[src/rtl/vga_pkg.sv]
// Shared definitions for the VGA display path: standard timing sets,
// test-pattern select codes and the coordinate-width helper.
package vga_pkg;

  typedef struct packed {
    int unsigned h_active;
    int unsigned h_fp;
    int unsigned h_sync;
    int unsigned h_bp;
    int unsigned v_active;
    int unsigned v_fp;
    int unsigned v_sync;
    int unsigned v_bp;
  } vga_timing_t;

  localparam vga_timing_t VGA_640x480 = '{
    h_active: 640, h_fp: 16, h_sync: 96,  h_bp: 48,
    v_active: 480, v_fp: 10, v_sync: 2,   v_bp: 33
  };

  localparam vga_timing_t SVGA_800x600 = '{
    h_active: 800, h_fp: 40, h_sync: 128, h_bp: 88,
    v_active: 600, v_fp: 1,  v_sync: 4,   v_bp: 23
  };

  typedef enum logic [1:0] {
    PAT_EXT   = 2'd0,
    PAT_BARS  = 2'd1,
    PAT_GRID  = 2'd2,
    PAT_WHITE = 2'd3
  } pat_e;

  // Coordinate width wide enough for the larger of the two raster totals.
  function automatic int calc_cw(input int unsigned h_total, input int unsigned v_total);
    return $clog2((h_total > v_total) ? h_total : v_total);
  endfunction

endpackage

[src/rtl/vga_pattern_gen.sv]
// Combinational colour source: external pixel, colour bars, grid or flat white.
// Output packing matches pixel_rgb: {b, g, r}, each CBITS wide.
module vga_pattern_gen
  import vga_pkg::*;
#(
  parameter int unsigned H_ACTIVE = 640,
  parameter int unsigned V_ACTIVE = 480,
  parameter int unsigned CBITS    = 4,
  parameter int unsigned CW       = 10
) (
  input  logic [CW-1:0]        xpos,
  input  logic [CW-1:0]        ypos,
  input  logic [1:0]           pat_r,
  input  logic [3*CBITS-1:0]   pixel_rgb,
  output logic [3*CBITS-1:0]   rgb
);

  localparam int unsigned BAR_W = H_ACTIVE / 8;

  logic [2:0] bar;
  logic       grid_on;

  // Bar index: highest bar whose left edge has been reached; bar 7 keeps the remainder.
  always_comb begin
    bar = '0;
    for (int unsigned k = 1; k < 8; k++) begin
      if (32'(xpos) >= k * BAR_W) bar = 3'(k);
    end
  end

  assign grid_on = (xpos[3:0] == 4'd0) || (ypos[3:0] == 4'd0) ||
                   (32'(xpos) == H_ACTIVE - 1) || (32'(ypos) == V_ACTIVE - 1);

  // Select the colour for the current position according to the latched pattern.
  always_comb begin
    rgb = pixel_rgb;
    case (pat_e'(pat_r))
      PAT_EXT:   rgb = pixel_rgb;
      PAT_BARS:  rgb = {{CBITS{bar[2]}}, {CBITS{bar[1]}}, {CBITS{bar[0]}}};
      PAT_GRID:  rgb = {(3*CBITS){grid_on}};
      PAT_WHITE: rgb = '1;
    endcase
  end

endmodule

[src/rtl/vga_timing_gen.sv]
// Parametrised raster timing generator with registered VGA output stage.
// Counters advance on ptick; outputs lag xpos/ypos by one pixel.
module vga_timing_gen
  import vga_pkg::*;
#(
  parameter int unsigned H_ACTIVE = VGA_640x480.h_active,
  parameter int unsigned H_FP     = VGA_640x480.h_fp,
  parameter int unsigned H_SYNC   = VGA_640x480.h_sync,
  parameter int unsigned H_BP     = VGA_640x480.h_bp,
  parameter int unsigned V_ACTIVE = VGA_640x480.v_active,
  parameter int unsigned V_FP     = VGA_640x480.v_fp,
  parameter int unsigned V_SYNC   = VGA_640x480.v_sync,
  parameter int unsigned V_BP     = VGA_640x480.v_bp,
  parameter int unsigned CLK_DIV  = 2,
  parameter bit          HS_POL   = 1'b0,
  parameter bit          VS_POL   = 1'b0,
  parameter int unsigned CBITS    = 4,
  localparam int unsigned H_TOTAL = H_ACTIVE + H_FP + H_SYNC + H_BP,
  localparam int unsigned V_TOTAL = V_ACTIVE + V_FP + V_SYNC + V_BP,
  localparam int          CW      = calc_cw(H_TOTAL, V_TOTAL)
) (
  input  logic                 clk,
  input  logic                 reset,
  input  logic                 enable,
  input  logic [1:0]           pattern_sel,
  input  logic [3*CBITS-1:0]   pixel_rgb,
  output logic                 hsync,
  output logic                 vsync,
  output logic [CBITS-1:0]     red,
  output logic [CBITS-1:0]     green,
  output logic [CBITS-1:0]     blue,
  output logic                 active,
  output logic                 ptick,
  output logic [CW-1:0]        xpos,
  output logic [CW-1:0]        ypos,
  output logic                 ftick,
  output logic                 line_tick
);

  localparam int unsigned    DW         = (CLK_DIV > 1) ? $clog2(CLK_DIV) : 1;
  localparam logic [DW-1:0]  DIV_LAST   = DW'(CLK_DIV - 1);
  localparam logic [CW-1:0]  H_LAST     = CW'(H_TOTAL - 1);
  localparam logic [CW-1:0]  V_LAST     = CW'(V_TOTAL - 1);
  localparam logic [CW-1:0]  X_LAST_VIS = CW'(H_ACTIVE - 1);
  localparam logic [CW-1:0]  Y_LAST_VIS = CW'(V_ACTIVE - 1);
  localparam int unsigned    HS_START   = H_ACTIVE + H_FP;
  localparam int unsigned    HS_END     = HS_START + H_SYNC;
  localparam int unsigned    VS_START   = V_ACTIVE + V_FP;
  localparam int unsigned    VS_END     = VS_START + V_SYNC;

  logic [DW-1:0]        div;
  logic [CW-1:0]        hcount;
  logic [CW-1:0]        vcount;
  pat_e                 pat_r;
  logic [3*CBITS-1:0]   pat_rgb;
  logic                 h_wrap;
  logic                 frame_wrap;
  logic                 in_hs;
  logic                 in_vs;
  logic                 in_active;

  // Gated by reset so a divide ratio of 1 still gives no pixel enable in reset.
  assign ptick      = enable && !reset && (div == DIV_LAST);
  assign h_wrap     = (hcount == H_LAST);
  assign frame_wrap = h_wrap && (vcount == V_LAST);
  assign in_hs      = (32'(hcount) >= HS_START) && (32'(hcount) < HS_END);
  assign in_vs      = (32'(vcount) >= VS_START) && (32'(vcount) < VS_END);
  assign in_active  = (32'(hcount) < H_ACTIVE) && (32'(vcount) < V_ACTIVE);
  assign xpos       = hcount;
  assign ypos       = vcount;

  vga_pattern_gen #(
    .H_ACTIVE (H_ACTIVE),
    .V_ACTIVE (V_ACTIVE),
    .CBITS    (CBITS),
    .CW       (CW)
  ) u_pattern (
    .xpos      (hcount),
    .ypos      (vcount),
    .pat_r     (pat_r),
    .pixel_rgb (pixel_rgb),
    .rgb       (pat_rgb)
  );

  // Pixel divider, raster counters and frame-aligned pattern latch.
  always_ff @(posedge clk or posedge reset) begin
    if (reset) begin
      div    <= '0;
      hcount <= '0;
      vcount <= '0;
      pat_r  <= PAT_EXT;
    end else if (!enable) begin
      div    <= '0;
      hcount <= '0;
      vcount <= '0;
      pat_r  <= pat_e'(pattern_sel);
    end else begin
      div <= (div == DIV_LAST) ? '0 : div + DW'(1);
      if (ptick) begin
        if (frame_wrap) pat_r <= pat_e'(pattern_sel);
        if (h_wrap) begin
          hcount <= '0;
          vcount <= (vcount == V_LAST) ? '0 : vcount + CW'(1);
        end else begin
          hcount <= hcount + CW'(1);
        end
      end
    end
  end

  // Output stage: captures syncs and colour for the position being left on each ptick.
  always_ff @(posedge clk or posedge reset) begin
    if (reset) begin
      hsync  <= ~HS_POL;
      vsync  <= ~VS_POL;
      red    <= '0;
      green  <= '0;
      blue   <= '0;
      active <= 1'b0;
    end else if (!enable) begin
      hsync  <= ~HS_POL;
      vsync  <= ~VS_POL;
      red    <= '0;
      green  <= '0;
      blue   <= '0;
      active <= 1'b0;
    end else if (ptick) begin
      hsync               <= in_hs ? HS_POL : ~HS_POL;
      vsync               <= in_vs ? VS_POL : ~VS_POL;
      active              <= in_active;
      {blue, green, red}  <= in_active ? pat_rgb : '0;
    end
  end

  // Frame and line strobes, one clk after the last visible pixel's ptick.
  always_ff @(posedge clk or posedge reset) begin
    if (reset) begin
      ftick     <= 1'b0;
      line_tick <= 1'b0;
    end else begin
      ftick     <= ptick && (hcount == X_LAST_VIS) && (vcount == Y_LAST_VIS);
      line_tick <= ptick && (hcount == X_LAST_VIS) && (32'(vcount) < V_ACTIVE);
    end
  end

endmodule
[config.mk]
export PLATFORM = sky130hd
export DESIGN_NAME = vga_timing_gen
export DESIGN_NICKNAME = d
export VERILOG_FILES = /design/src/rtl/vga_pkg.sv /design/src/rtl/vga_pattern_gen.sv /design/src/rtl/vga_timing_gen.sv
export SDC_FILE = /design/constraint.sdc
export NUM_CORES = 1
export LEC_CHECK = 0
export ABC_AREA = 1
export CAP_MARGIN = 20
export CORE_ASPECT_RATIO = 0.75
export CORE_MARGIN = 3
export CORE_UTILIZATION = 25
export CTS_CLUSTER_SIZE = 14
export DETAILED_ROUTE_END_ITERATION = 12
export SLEW_MARGIN = 20
export SYNTH_ARGS = -nofsm -noshare
export SYNTH_HDL_FRONTEND = slang
export SYNTH_HIERARCHICAL = 1
export SYNTH_SLANG_ARGS = --single-unit
[constraint.sdc]
create_clock -name clk -period 5.4 [get_ports clk]
set_clock_uncertainty 0.1 [all_clocks]
set_input_delay 0.81 -clock clk [delete_from_list [all_inputs] [get_ports clk]]
set_output_delay 0.81 -clock clk [all_outputs]
set_load 0.02 [all_outputs]
==> results by group <==
Synth
  – Sequential fraction of the synthesis area: 0.3955
  – EDFF count, synth: 0
  – Post-synth ARST share: 1.000
  – Synth Cell Area: 2537 um^2
  – Post-Syn Instances: 354
  – FF+latch count, synth: 40
  – Post-Syn Area per Cell: 7.168 um^2
  – Yosys cell types: 35
  – Most used DFF post-synth: dfrtp_1
  – Yosys warns: 6
  – Syn_nets: 376

Global route
  – Largest net degree at the start of global routing: between 40 and 50
  – Gr ovfl total: 0
  – Initial antenna violation count: 0
  – Overall routing resource usage: 0.1285
  – Vias in the first global route: between 2000 and 2500
  – First-pass GRT wire length: about 12 mm

Pwr
  – Sw Pwr: 0.0002230 W
  – Final Power: ~0.00078 W
  – Pwr Density: ~230 nW/um^2
  – Sw Share: 0.2873
  – Internal: 0.0005532 W
  – Comb pwr share: 0.193
  – Static leakage: 1.569 nW
  – Sequential share of power: 0.435
  – Peak VDD IR: around 0.00010 V
  – Clk pwr share: 0.372

Clock tree
  – Post-CTS Hold Fix Bufs: 0
  – Post-CTS sizing: 0
  – Clk sink count: 40
  – TritonCTS buffer count: 5
  – Clock root buffer: clkbuf_16
  – Clock Path Buffers: 2
  – CTS tree: built
  – Clk_lat worst skew: approximately 280 ps
  – # Post-CTS Setup Buffers: 0
  – H-Tree Depth: 2
  – Reg clk slew, reported paths: roughly 60 ps

Cells and area
  – Fillers: 1045
  – P&R area growth vs syn: 30.42%
  – Fraction of layout cells with a size suffix above 1: 0.07389
  – Final non-filler cell total: 538
  – Antenna cells: 0
  – Layout net count: roughly 430
  – Most frequent cells in the layout: 115 x nand2_1, 54 x clkdlybuf4s50_1, 38 x inv_1, 38 x dfrtp_1, 29 x nand3_1
  – Leading cell type in the layout, fill and taps excluded: nand2_1

Routing
  – Post-DRT Antenna Nets: 0
  – Drt initial violations: 210
  – Wirelength, routed: 7.079 mm
  – DR vias: 2527
  – Residual DRC: 0
  – DRT Pass-1 Iters: 5
  – Routed WL per cell: 13.16 um
  – Via density: 4.697

Setup path
  – Setup CP Type: input port to output port
  – Crit start category: input port
  – R2R Setup Slk: 3350 ps
  – CP max FO: 26
  – Worst setup EP type: output port
  – CP startpoint: enable
  – CP arrival: 2690 ps
  – CP required: ~4500 ps
  – Worst reg2reg path startpoint: xpos[0]

Placement
  – Post-Place Cells: 530
  – DP HPWL: approximately 5.2 mm
  – Routability cong.: just over 0.9
  – PortBufs: 54

Floorplanning
  – Num rows: 31
  – Starting Density: 0.2596
  – Die Area: 11410 um^2
  – Core Region: 9774 um^2
  – # IOs: 55
  – Die height: 93.25 um
  – Chip Width: 122.3 um

Timing
  – Slew Limit Fails: 0
  – Least-Margin Pin Slew: between 700 and 800 ps
  – Setup TNS: 0 ps
  – Worst hold slack: ~380 ps
  – Endpoints failing hold: 0
  – Max Freq: 278.1 MHz
  – Slew HR: 0.4968
  – Min Tclk post-route: around 3600 ps
  – Period utilisation layout: 0.6660
  – Final setup fails: 0
  – RSZ-0062 raised after global routing: no

Hold path
  – Worst Hold Class: flop to flop
  – Hold_sp: blue[2]

Outcome
  – Status: complete, no violations

Flow run
  – Max_cap viols: 0
registers in the layout, indices dropped and copies added, names as in the netlist:
register and cells:
line_tick 1, green 4, xpos 10, div 1
ypos 10, hsync 1, pat_r 2, vsync 1
active 1, ftick 1, blue 4, red 4
cell type report:
| cell class | instances | area, um^2 | share of cell area |
|---|---|---|---|
| well taps | 132 | 165.2 | 0.04991 |
| clock inverters | 1 | 5.005 | 0.001512 |
| inverters | 44 | 165.2 | 0.04991 |
| clock buffers | 7 | 132.6 | 0.04008 |
| flip-flops and latches | 40 | 1003 | 0.3032 |
| multi-input cells | 258 | 1282 | 0.3875 |
| repair buffers | 56 | 555.5 | 0.1679 |
power by group through the flow:
stage	Combinational, W	Clock [W]	Sequential [W]
floorplan	0.0000708	0	0.000360
global placement	0.000149	0	0.000343
detailed placement	0.000151	0	0.000343
CTS	0.000152	0.000293	0.000338
global route	0.000167	0.000305	0.000341
finish	0.000149	0.000289	0.000338
synthesized netlist by cell type, types with 3 or more instances:
library cell  count  share of area
a21oi_1           4         0.0079
a31oi_1           3         0.0074
buf_2             3         0.0059
buf_6             4          0.018
dfrtp_1          38           0.37
ha_1              5          0.025
inv_1            39          0.058
inv_2             5         0.0074
nand2_1         115           0.17
nand2_2           5          0.012
nand3_1          29          0.057
nand4_1          21          0.052
nor2_1           28          0.041
nor3_1            7          0.014
nor4_1            3         0.0074
o21ai_0          13          0.026
o31ai_1           3         0.0089
xor2_1            5          0.017
worst max-delay path, stage by stage:
cell and delay, ps:
clkdlybuf4s50_1 460, buf_4 290, nand3_1 230, inv_1 230, clkdlybuf4s50_1 660
final timing paths:
check                      endpoint  cells past startpoint
max                           ptick                      5
min                         blue[2]                      2
max reg2reg                pat_r[0]                      8
min reg2reg                 blue[2]                      2
max in group asynchronous     hsync                      3
min in group asynchronous   ypos[0]                      3
through the flow:
stage	utilization	instance area, um^2	setup WS, ps
floorplan	-	2537	2152
global placement	0.3245	3172	1888
detailed placement	0.3245	3172	1816
CTS	0.3386	3309	1811
global route	0.3386	3309	1703
finish	0.3386	3309	1804
cell families (layout without fill, tap and decap cells):
family / count (synthesis) / in the layout / share of synthesized area
adders and majority gates: 5 / 5 / 0.02465
AOI/OAI and AO/OA: 30 / 30 / 0.07446
buffers and inverters: 56 / 108 / 0.09911
DFF: 40 / 40 / 0.3955
and+or+nand+nor: 218 / 218 / 0.3891
xor gates and xnor gates: 5 / 5 / 0.01726
routing by layer:
| layer | vias to the layer above | routed length (um) | share of wire | global-route usage |
|---|---|---|---|---|
| met1 | 1184 | 3558 | 0.50 | 0.1926 |
| met3 | 13 | 418 | 0.059 | 0.03265 |
| met2 | 75 | 3008 | 0.42 | 0.1815 |
| li1 | 1255 | - | - | - |
| met4 | 0 | 93 | 0.013 | 0.03355 |
| met5 | - | 0 | 0 | 0 |
Note: power is estimated with default switching activity, not from simulation.
